File: config.mk
export PLATFORM = sky130hd
export DESIGN_NAME = ro_power_sequencer
export DESIGN_NICKNAME = d
export VERILOG_FILES = /design/src/rtl/ro_power_sequencer.sv
export SDC_FILE = /design/constraint.sdc
export NUM_CORES = 1
export LEC_CHECK = 0
export CAP_MARGIN = 20
export CORE_ASPECT_RATIO = 0.75
export CORE_MARGIN = 4
export CORE_UTILIZATION = 60
export CTS_BUF_LIST = sky130_fd_sc_hd__clkbuf_16
export CTS_CLUSTER_DIAMETER = 60
export DETAILED_ROUTE_END_ITERATION = 8
export GPL_TIMING_DRIVEN = 1
export HOLD_SLACK_MARGIN = 0.08
export PLACE_DENSITY = 0.8
export REMOVE_ABC_BUFFERS = 1
export SLEW_MARGIN = 20
export SYNTH_ARGS = -nofsm -noshare
export SYNTH_HDL_FRONTEND = slang
export SYNTH_SLANG_ARGS = --single-unit
File: constraint.sdc
create_clock -name clk -period 5.35 [get_ports clk]
set_input_delay 1.3375 -clock clk [delete_from_list [all_inputs] [get_ports clk]]
set_output_delay 1.3375 -clock clk [all_outputs]
set_load 0.05 [all_outputs]
File: src/rtl/ro_power_sequencer.sv
// Ramps a bank of ring oscillators on as a thermometer, holds, ramps off, then cools down.
// Optional macro RO_SEQ_ONTIME_CNT_EN adds a saturating on-time counter output.
module ro_power_sequencer #(
    parameter int NUM_BANKS       = 4,
    parameter int STEP_CYCLES     = 16,
    parameter int HOLD_W          = 16,
    parameter int COOLDOWN_CYCLES = 64
) (
    input  logic                               clk,
    input  logic                               rst_n,
    input  logic                               trigger_i,
    input  logic                               abort_i,
    input  logic [HOLD_W-1:0]                  hold_cycles_i,
    output logic [NUM_BANKS-1:0]               ro_enable_o,
    output logic                               busy_o,
    output logic                               done_o,
    output logic [$clog2(NUM_BANKS+1)-1:0]     active_banks_o
`ifdef RO_SEQ_ONTIME_CNT_EN
    ,
    output logic [31:0]                        ontime_cnt_o
`endif
);

    localparam int CNT_W  = $clog2(NUM_BANKS + 1);
    localparam int STEP_W = (STEP_CYCLES > 1) ? $clog2(STEP_CYCLES) : 1;
    localparam int COOL_W = (COOLDOWN_CYCLES > 1) ? $clog2(COOLDOWN_CYCLES) : 1;

    localparam logic [STEP_W-1:0] STEP_RELOAD = STEP_W'(STEP_CYCLES - 1);
    localparam logic [COOL_W-1:0] COOL_RELOAD = COOL_W'(COOLDOWN_CYCLES - 1);
    localparam logic [CNT_W-1:0]  LAST_BELOW  = CNT_W'(NUM_BANKS - 1);

    typedef enum logic [2:0] {
        IDLE,
        RAMP_UP,
        HOLD,
        RAMP_DOWN,
        COOLDOWN
    } state_t;

    state_t                 state_reg;
    logic [STEP_W-1:0]      step_cnt_reg;
    logic [COOL_W-1:0]      cool_cnt_reg;
    logic [HOLD_W-1:0]      hold_reg;
    logic [HOLD_W-1:0]      hold_cnt_reg;
    logic [CNT_W-1:0]       banks_reg;
    logic [NUM_BANKS-1:0]   enable_reg;
    logic                   busy_reg;
    logic                   done_reg;
    logic                   aborted_reg;

    // Enable mask is derived from the bank count so the two can never disagree.
    function automatic logic [NUM_BANKS-1:0] therm(input logic [CNT_W-1:0] n);
        logic [NUM_BANKS-1:0] mask;
        for (int i = 0; i < NUM_BANKS; i++) begin
            mask[i] = (32'(n) > i);
        end
        return mask;
    endfunction

    always_ff @(posedge clk) begin
        if (!rst_n) begin
            state_reg    <= IDLE;
            step_cnt_reg <= '0;
            cool_cnt_reg <= '0;
            hold_reg     <= '0;
            hold_cnt_reg <= '0;
            banks_reg    <= '0;
            enable_reg   <= '0;
            busy_reg     <= 1'b0;
            done_reg     <= 1'b0;
            aborted_reg  <= 1'b0;
        end else begin
            done_reg <= 1'b0;
            case (state_reg)
                IDLE: begin
                    if (trigger_i && !abort_i) begin
                        hold_reg     <= hold_cycles_i;
                        aborted_reg  <= 1'b0;
                        busy_reg     <= 1'b1;
                        banks_reg    <= CNT_W'(1);
                        enable_reg   <= therm(CNT_W'(1));
                        step_cnt_reg <= STEP_RELOAD;
                        if (NUM_BANKS == 1) begin
                            if (hold_cycles_i != '0) begin
                                state_reg    <= HOLD;
                                hold_cnt_reg <= hold_cycles_i - HOLD_W'(1);
                            end else begin
                                state_reg <= RAMP_DOWN;
                            end
                        end else begin
                            state_reg <= RAMP_UP;
                        end
                    end
                end

                RAMP_UP, HOLD, RAMP_DOWN: begin
                    if (abort_i) begin
                        state_reg    <= COOLDOWN;
                        cool_cnt_reg <= COOL_RELOAD;
                        step_cnt_reg <= STEP_RELOAD;
                        banks_reg    <= '0;
                        enable_reg   <= '0;
                        aborted_reg  <= 1'b1;
                    end else if (state_reg == RAMP_UP) begin
                        if (step_cnt_reg == '0) begin
                            step_cnt_reg <= STEP_RELOAD;
                            banks_reg    <= banks_reg + CNT_W'(1);
                            enable_reg   <= therm(banks_reg + CNT_W'(1));
                            if (banks_reg == LAST_BELOW) begin
                                // Zero hold skips HOLD entirely on the same edge.
                                if (hold_reg != '0) begin
                                    state_reg    <= HOLD;
                                    hold_cnt_reg <= hold_reg - HOLD_W'(1);
                                end else begin
                                    state_reg <= RAMP_DOWN;
                                end
                            end
                        end else begin
                            step_cnt_reg <= step_cnt_reg - STEP_W'(1);
                        end
                    end else if (state_reg == HOLD) begin
                        if (hold_cnt_reg == '0) begin
                            state_reg    <= RAMP_DOWN;
                            step_cnt_reg <= STEP_RELOAD;
                        end else begin
                            hold_cnt_reg <= hold_cnt_reg - HOLD_W'(1);
                        end
                    end else begin
                        if (step_cnt_reg == '0) begin
                            step_cnt_reg <= STEP_RELOAD;
                            banks_reg    <= banks_reg - CNT_W'(1);
                            enable_reg   <= therm(banks_reg - CNT_W'(1));
                            if (banks_reg == CNT_W'(1)) begin
                                state_reg    <= COOLDOWN;
                                cool_cnt_reg <= COOL_RELOAD;
                            end
                        end else begin
                            step_cnt_reg <= step_cnt_reg - STEP_W'(1);
                        end
                    end
                end

                COOLDOWN: begin
                    // Triggers and aborts are deliberately ignored while cooling down.
                    if (cool_cnt_reg == '0) begin
                        state_reg    <= IDLE;
                        busy_reg     <= 1'b0;
                        done_reg     <= !aborted_reg;
                        step_cnt_reg <= STEP_RELOAD;
                    end else begin
                        cool_cnt_reg <= cool_cnt_reg - COOL_W'(1);
                    end
                end

                default: begin
                    state_reg  <= IDLE;
                    busy_reg   <= 1'b0;
                    banks_reg  <= '0;
                    enable_reg <= '0;
                end
            endcase
        end
    end

    assign ro_enable_o    = enable_reg;
    assign active_banks_o = banks_reg;
    assign busy_o         = busy_reg;
    assign done_o         = done_reg;

`ifdef RO_SEQ_ONTIME_CNT_EN
    logic [31:0] ontime_cnt_reg;

    // Accumulates across sequences; only reset clears it.
    always_ff @(posedge clk) begin
        if (!rst_n) begin
            ontime_cnt_reg <= '0;
        end else if (enable_reg != '0 && ontime_cnt_reg != 32'hFFFF_FFFF) begin
            ontime_cnt_reg <= ontime_cnt_reg + 32'd1;
        end
    end

    assign ontime_cnt_o = ontime_cnt_reg;
`endif

endmodule

==> results.ini, run 1 <==
[setup_path]
crit_chain=clkdlybuf4s50_1, nor2_1, nand3_1, o211a_1, or3_1, a21oi_1
crit_fanout=17
crit_required_ns=5.57
startpoint=abort_i
critPathArrivalTime_ns=4.03
critPathKind=primary input to flip-flop
r2r-start=state_reg[0]
critPathLaunchType=primary input
cp_slowest_stage_delay_ns=0.64
critPathCaptureType=flip-flop
cp_slowest_cell=nand3_1

[global_route]
grt_pass1_wl_um=13000
use_met1_pct=34.0
first_global_vias=2736
grt_max_degree=46
gr-usage-met2_pct=36.7
grt_usage_pct=23.5
grt.overflow.total=0
met3_usage_pct=4.41
grt-busiest-layer=met2
antenna_found_initial=0

[run_status]
status=complete, no violations

[synth]
syn_inst=424
yosysWarningCount=0
avgSynthCellArea_sq_um=7.69
async_flop_share_pct=0
synth_edf_count=0
synth_seq_cells=55
yosysSeqAreaShare_pct=33.8
synth-main-ff-cell=dfxtp_1
ys_types=60
syn-cell-area_sq_um=3260

[cts]
htree_num_levels=2
clk_path_buf_depth=2
post_cts_buffers=0
clk_latency_ns=0.29
cts_tree=done
root_buffer=clkbuf_16
clk_pin_slew_ns=0.08
ctsResizeCount=0
cts_hold_buffers=0
cts_made_buffers=5
cts_num_sinks=55

[placed_design]
dpl.cell_count=504
io_buffers=28
dpl.hpwl_um=5370
postPlaceCellArea_sq_um=3560
place_congestion=0.904

[floorplan]
core_area_sq_um=5060
die_h_um=71.8
fp.dieW_um=93.1
initial_core_util_pct=64.4
fp-row-count=22
dieArea_sq_um=6690
ioPinCount=29

[timing]
hold_violations=0
fmax_ghz=0.262
finalMaxSlewViolations=0
timing.final.crit_share_pct=71.2
finalSetupViolations=0
worst-slew-pin-transition_ns=0.924
slew_headroom_pct=38.4
finalSetupTns_ns=0
fin_skew_ns=0.00645
finalCriticalPeriod_ns=3.81
rsz0062_at_grt=no

[layout]
diodes=0
final_cell_area_sq_um=3710
drive_gt1_share_pct=6.36
fin_nets=471
instances_no_fill=512
syn2layout_area_growth_pct=13.8
fillers=433

[detailed_routing]
vias_per_cell=6.21
ant_nets=0
first_pass_iters=5
finalWirelength_um=7970
drc=0
num_vias=3178
drt_iter0_drc=294
routedWlPerCell_um=15.6

[power]
ir_worst_vdd_uv=285
power.density_nw_per_um2=575
p_leak_nw=1.39

[hold_path]
hp-class=flip-flop to flip-flop
min_from=ro_enable_o[2]

[flow_run]
drv_cap=0

[path summary, 6_finish.rpt]
kind                      end  slack, ns  depth (start not counted)
max            ro_enable_o[0]       1.54                          6
min            ro_enable_o[2]       0.46                          2
max reg2reg  hold_cnt_reg[14]       2.13                          9
min reg2reg    ro_enable_o[2]       0.46                          2
[cells in the mapped netlist, drive strengths merged (3+ instances only)]
| library cell | n | area [sq um] |
|---|---|---|
| nor3b | 5 | 37.5 |
| and3 | 4 | 25.0 |
| nand2b | 3 | 18.8 |
| nand2 | 61 | 229 |
| xor2 | 3 | 26.3 |
| o31ai | 4 | 30.0 |
| a21oi | 57 | 289 |
| o22ai | 5 | 31.3 |
| o21a | 3 | 22.5 |
| nor2 | 36 | 135 |
| a21o | 7 | 52.6 |
| inv | 16 | 60.1 |
| xnor2 | 6 | 52.6 |
| nand3 | 5 | 25.0 |
| nor3 | 15 | 80.1 |
| mux2i | 4 | 40.0 |
| nor4 | 13 | 81.3 |
| o21ai | 19 | 98.9 |
| a211oi | 7 | 52.6 |
| dfxtp | 55 | 1100 |
| or4 | 6 | 56.3 |
| o211ai | 5 | 37.5 |
| buf | 3 | 23.8 |
| ha | 12 | 150 |
| clkbuf | 20 | 75.1 |
| o221a | 5 | 56.3 |
| or3 | 14 | 92.6 |
| o31a | 3 | 26.3 |
[cell families after synthesis]
group / count (synthesis) / synth area share [%]
multiplexers: 5 / 1.57
buffers and inverters: 39 / 4.87
adder cells (fa/ha/maj): 12 / 4.60
AND/OR/NAND/NOR: 169 / 25.6
flip-flops: 55 / 33.8
XOR/XNOR: 9 / 2.42
AO/OA/AOI/OAI: 135 / 27.2
[per-layer routing]
layer,vias to the layer above,wire length [um]
met1,1449,3650
met2,140,3580
met5,-,0
met3,10,661
li1,1579,-
met4,0,76
[placed cells by master, fill, tap and decap left out, types with 3 or more instances in the layout]
| cell | count |
|---|---|
| nor2_1 | 36 |
| o31a_1 | 3 |
| o22ai_1 | 5 |
| o21a_1 | 3 |
| mux2i_1 | 4 |
| nand2_1 | 61 |
| nor3_1 | 14 |
| clkdlybuf4s50_1 | 28 |
| o211ai_1 | 5 |
| and3_1 | 4 |
| a21o_1 | 7 |
| xor2_1 | 3 |
| a21oi_1 | 56 |
| ha_1 | 12 |
| nor3b_1 | 4 |
| a211oi_1 | 7 |
| xnor2_1 | 6 |
| nand3_1 | 5 |
| inv_1 | 15 |
| o21ai_1 | 6 |
| buf_4 | 3 |
| o31ai_1 | 4 |
| dfxtp_1 | 55 |
| or4_4 | 3 |
| clkbuf_16 | 5 |
| nand2b_1 | 3 |
| or3_1 | 13 |
| o221a_1 | 3 |
| or4_1 | 3 |
| nor4_1 | 13 |
| o21ai_0 | 12 |
[worst max-delay path: cells and delay by family]
kind | cells | cell delay (ns)
simple gates | 3 | 1.43
compound gates | 2 | 0.65
buf+inv | 1 | 0.62
[where the power goes]
| group | switching, mW | total (mW) | leakage (nW) | internal [mW] |
|---|---|---|---|---|
| logic | 0.695 | 1.17 | 0.873 | 0.478 |
| clock network | 0.158 | 0.333 | 0.0700 | 0.176 |
| registers | 0.119 | 0.627 | 0.449 | 0.507 |
[per-stage QoR]
stage | power (mW) | setup slack, ns | hold slack (ns) | util (%)
final | 2.13 | 1.54 | 0.459 | 73.2
after global routing | 2.29 | 1.33 | 0.470 | 73.2
after CTS | 2.12 | 1.62 | 0.461 | 73.2
after detailed placement | 1.78 | 1.33 | 0.449 | 70.3
after global placement | 1.74 | 1.45 | 0.443 | 70.3
after floorplan | 1.50 | 0.487 | 0.409 | -
[cell type report]
| type | count | area [sq um] | share of cell area, % |
|---|---|---|---|
| clock buffer | 5 | 125 | 3.37 |
| clock inverter | 3 | 25.0 | 0.675 |
| inverter | 16 | 60.1 | 1.62 |
| multi-input combinational | 330 | 2010 | 54.1 |
| sequential | 55 | 1100 | 29.7 |
| tap | 72 | 90.1 | 2.43 |
| timing repair buffer | 31 | 303 | 8.16 |
(Power assumes the default switching activity.)
==> run 2, diff against run 1 <==
Settings changed: CORE_UTILIZATION 60 to 52, PLACE_DENSITY 0.8 to 0.73.
Clock period 5.35 ns to 3.2 ns, I/O delays scaled along.
==> run 2 against run 1 <==
Sequential power increased by 63%. Register-to-register slack worse by 1.8 ns. Routed wire length increased by 2.5%. Critical endpoint is now hold_cnt_reg[14]. Non-clock buffer count grew 13. Clock skew about the same. Utilization is 9.1 points lower. Combinational power up 73%. Design area grew 2.8%. Sequential share of layout area is 0.82 points lower. Sequential cell count did not move. Clock-buffer cell count did not move.
==> results.ini, run 2 (synthesis results as in run 1) <==
[run_status]
status=complete, no violations

[cts]
clk_path_buf_depth=2
cts_made_buffers=5
cts_hold_buffers=0
clk_pin_slew_ns=0.07
clk_latency_ns=0.29
cts_num_sinks=55
cts_tree=done
htree_num_levels=2
ctsResizeCount=0
root_buffer=clkbuf_16
post_cts_buffers=0

[layout]
final_common_cell=nand2_1
diodes=0
fin_nets=484
fillers=541
syn2layout_area_growth_pct=17.0
final_cell_area_sq_um=3810
layout_common_cells=61 x nand2_1, 56 x a21oi_1, 55 x dfxtp_1
drive_gt1_share_pct=9.05

[setup_path]
critPathArrivalTime_ns=3.07
startpoint=state_reg[1]
crit_fanout=8
critPathLaunchType=flip-flop
crit_required_ns=3.44
r2r-start=state_reg[1]
critPathKind=flip-flop to flip-flop
critPathCaptureType=flip-flop

[timing]
fmax_ghz=0.354
worst-slew-pin-transition_ns=0.627
finalSetupTns_ns=0
fin_skew_ns=0.00636
finalCriticalPeriod_ns=2.83
slew_headroom_pct=57.8
finalSetupViolations=0
finalMaxSlewViolations=0
rsz0062_at_grt=no
timing.final.crit_share_pct=88.4
hold_violations=0

[global_route]
grt_pass1_wl_um=14000
grt.overflow.total=0
antenna_found_initial=0
grt_max_degree=36
grt_usage_pct=22.0
first_global_vias=2893

[floorplan]
fp-row-count=24
die_h_um=76.6
initial_core_util_pct=54.8
fp.dieW_um=99.4
core_area_sq_um=5950
dieArea_sq_um=7610
ioPinCount=29

[hold_path]
min_from=ro_enable_o[3]
hp-class=flip-flop to flip-flop

[flow_run]
drv_cap=0

[placed_design]
postPlaceCellArea_sq_um=3660
place_congestion=0.895
dpl.hpwl_um=5860
io_buffers=28

[power]
power.density_nw_per_um2=945
p_leak_nw=1.46
ir_worst_vdd_uv=446

[detailed_routing]
finalWirelength_um=8170
routedWlPerCell_um=15.4
drc=0
ant_nets=0
vias_per_cell=5.98
first_pass_iters=5
num_vias=3176
drt_iter0_drc=226

-- run 2: cell types whose count changed in the layout (fill, tap and decap cells not counted) --
cell / delta
buf_4: +13
-- run 2: worst paths after layout --
path / depth (start not counted) / slack (ns) / to
worst max-delay path: 9 / 0.37 / hold_cnt_reg[14]
worst min-delay path: 2 / 0.45 / ro_enable_o[3]
worst min register to register: 2 / 0.45 / ro_enable_o[3]
worst max register to register: 9 / 0.37 / hold_cnt_reg[14]
-- run 2: cell type report --
class                           count  area [sq um]  share of cell area (%)
Clock buffer                        5           125                    3.28
Clock inverter                      3          25.0                   0.656
Multi-Input combinational cell    330          2010                    52.6
Timing Repair Buffer               44           400                    10.5
Sequential cell                    55          1100                    28.9
Inverter                           16          60.1                    1.57
Tap cell                           78          97.6                    2.56
-- run 2: per-stage QoR --
step	cells	hold WS [ns]	utilization, %	worst slack, ns	total power [mW]
finish	531	0.453	64.2	0.372	3.60
global placement	523	0.441	61.6	0.455	2.97
global route	531	0.486	64.2	0.175	3.92
floorplan	401	0.409	-	-1.66	2.52
CTS	531	0.455	64.2	0.368	3.60
detailed placement	523	0.445	61.6	0.384	3.03
-- run 2: power breakdown --
part / switching [mW] / internal (mW) / leakage (nW)
Sequential: 0.173 / 0.848 / 0.449
Clock: 0.265 / 0.294 / 0.0700
Combinational: 1.18 / 0.841 / 0.937
Total: 1.62 / 1.98 / 1.46
-- run 2: metal layers --
metal  GRT usage (%)  vias to the layer above  part of all wire, %
met4            4.50                        0                 0.65
met2            33.4                       87                   44
met1            32.4                     1481                   51
li1                -                     1603                    -
met5               0                        -                    0
met3            3.93                        5                  4.8
-- run 2: critical path: stages, from the launching register on --
cell     delay [ns]
dfxtp_1        0.33
nor3b_2        0.29
mux2i_1        0.28
ha_1           0.26
inv_1          0.11
or4_4          0.52
o22a_1         0.30
or4_1          0.42
nand3_1        0.09
a41o_1         0.17
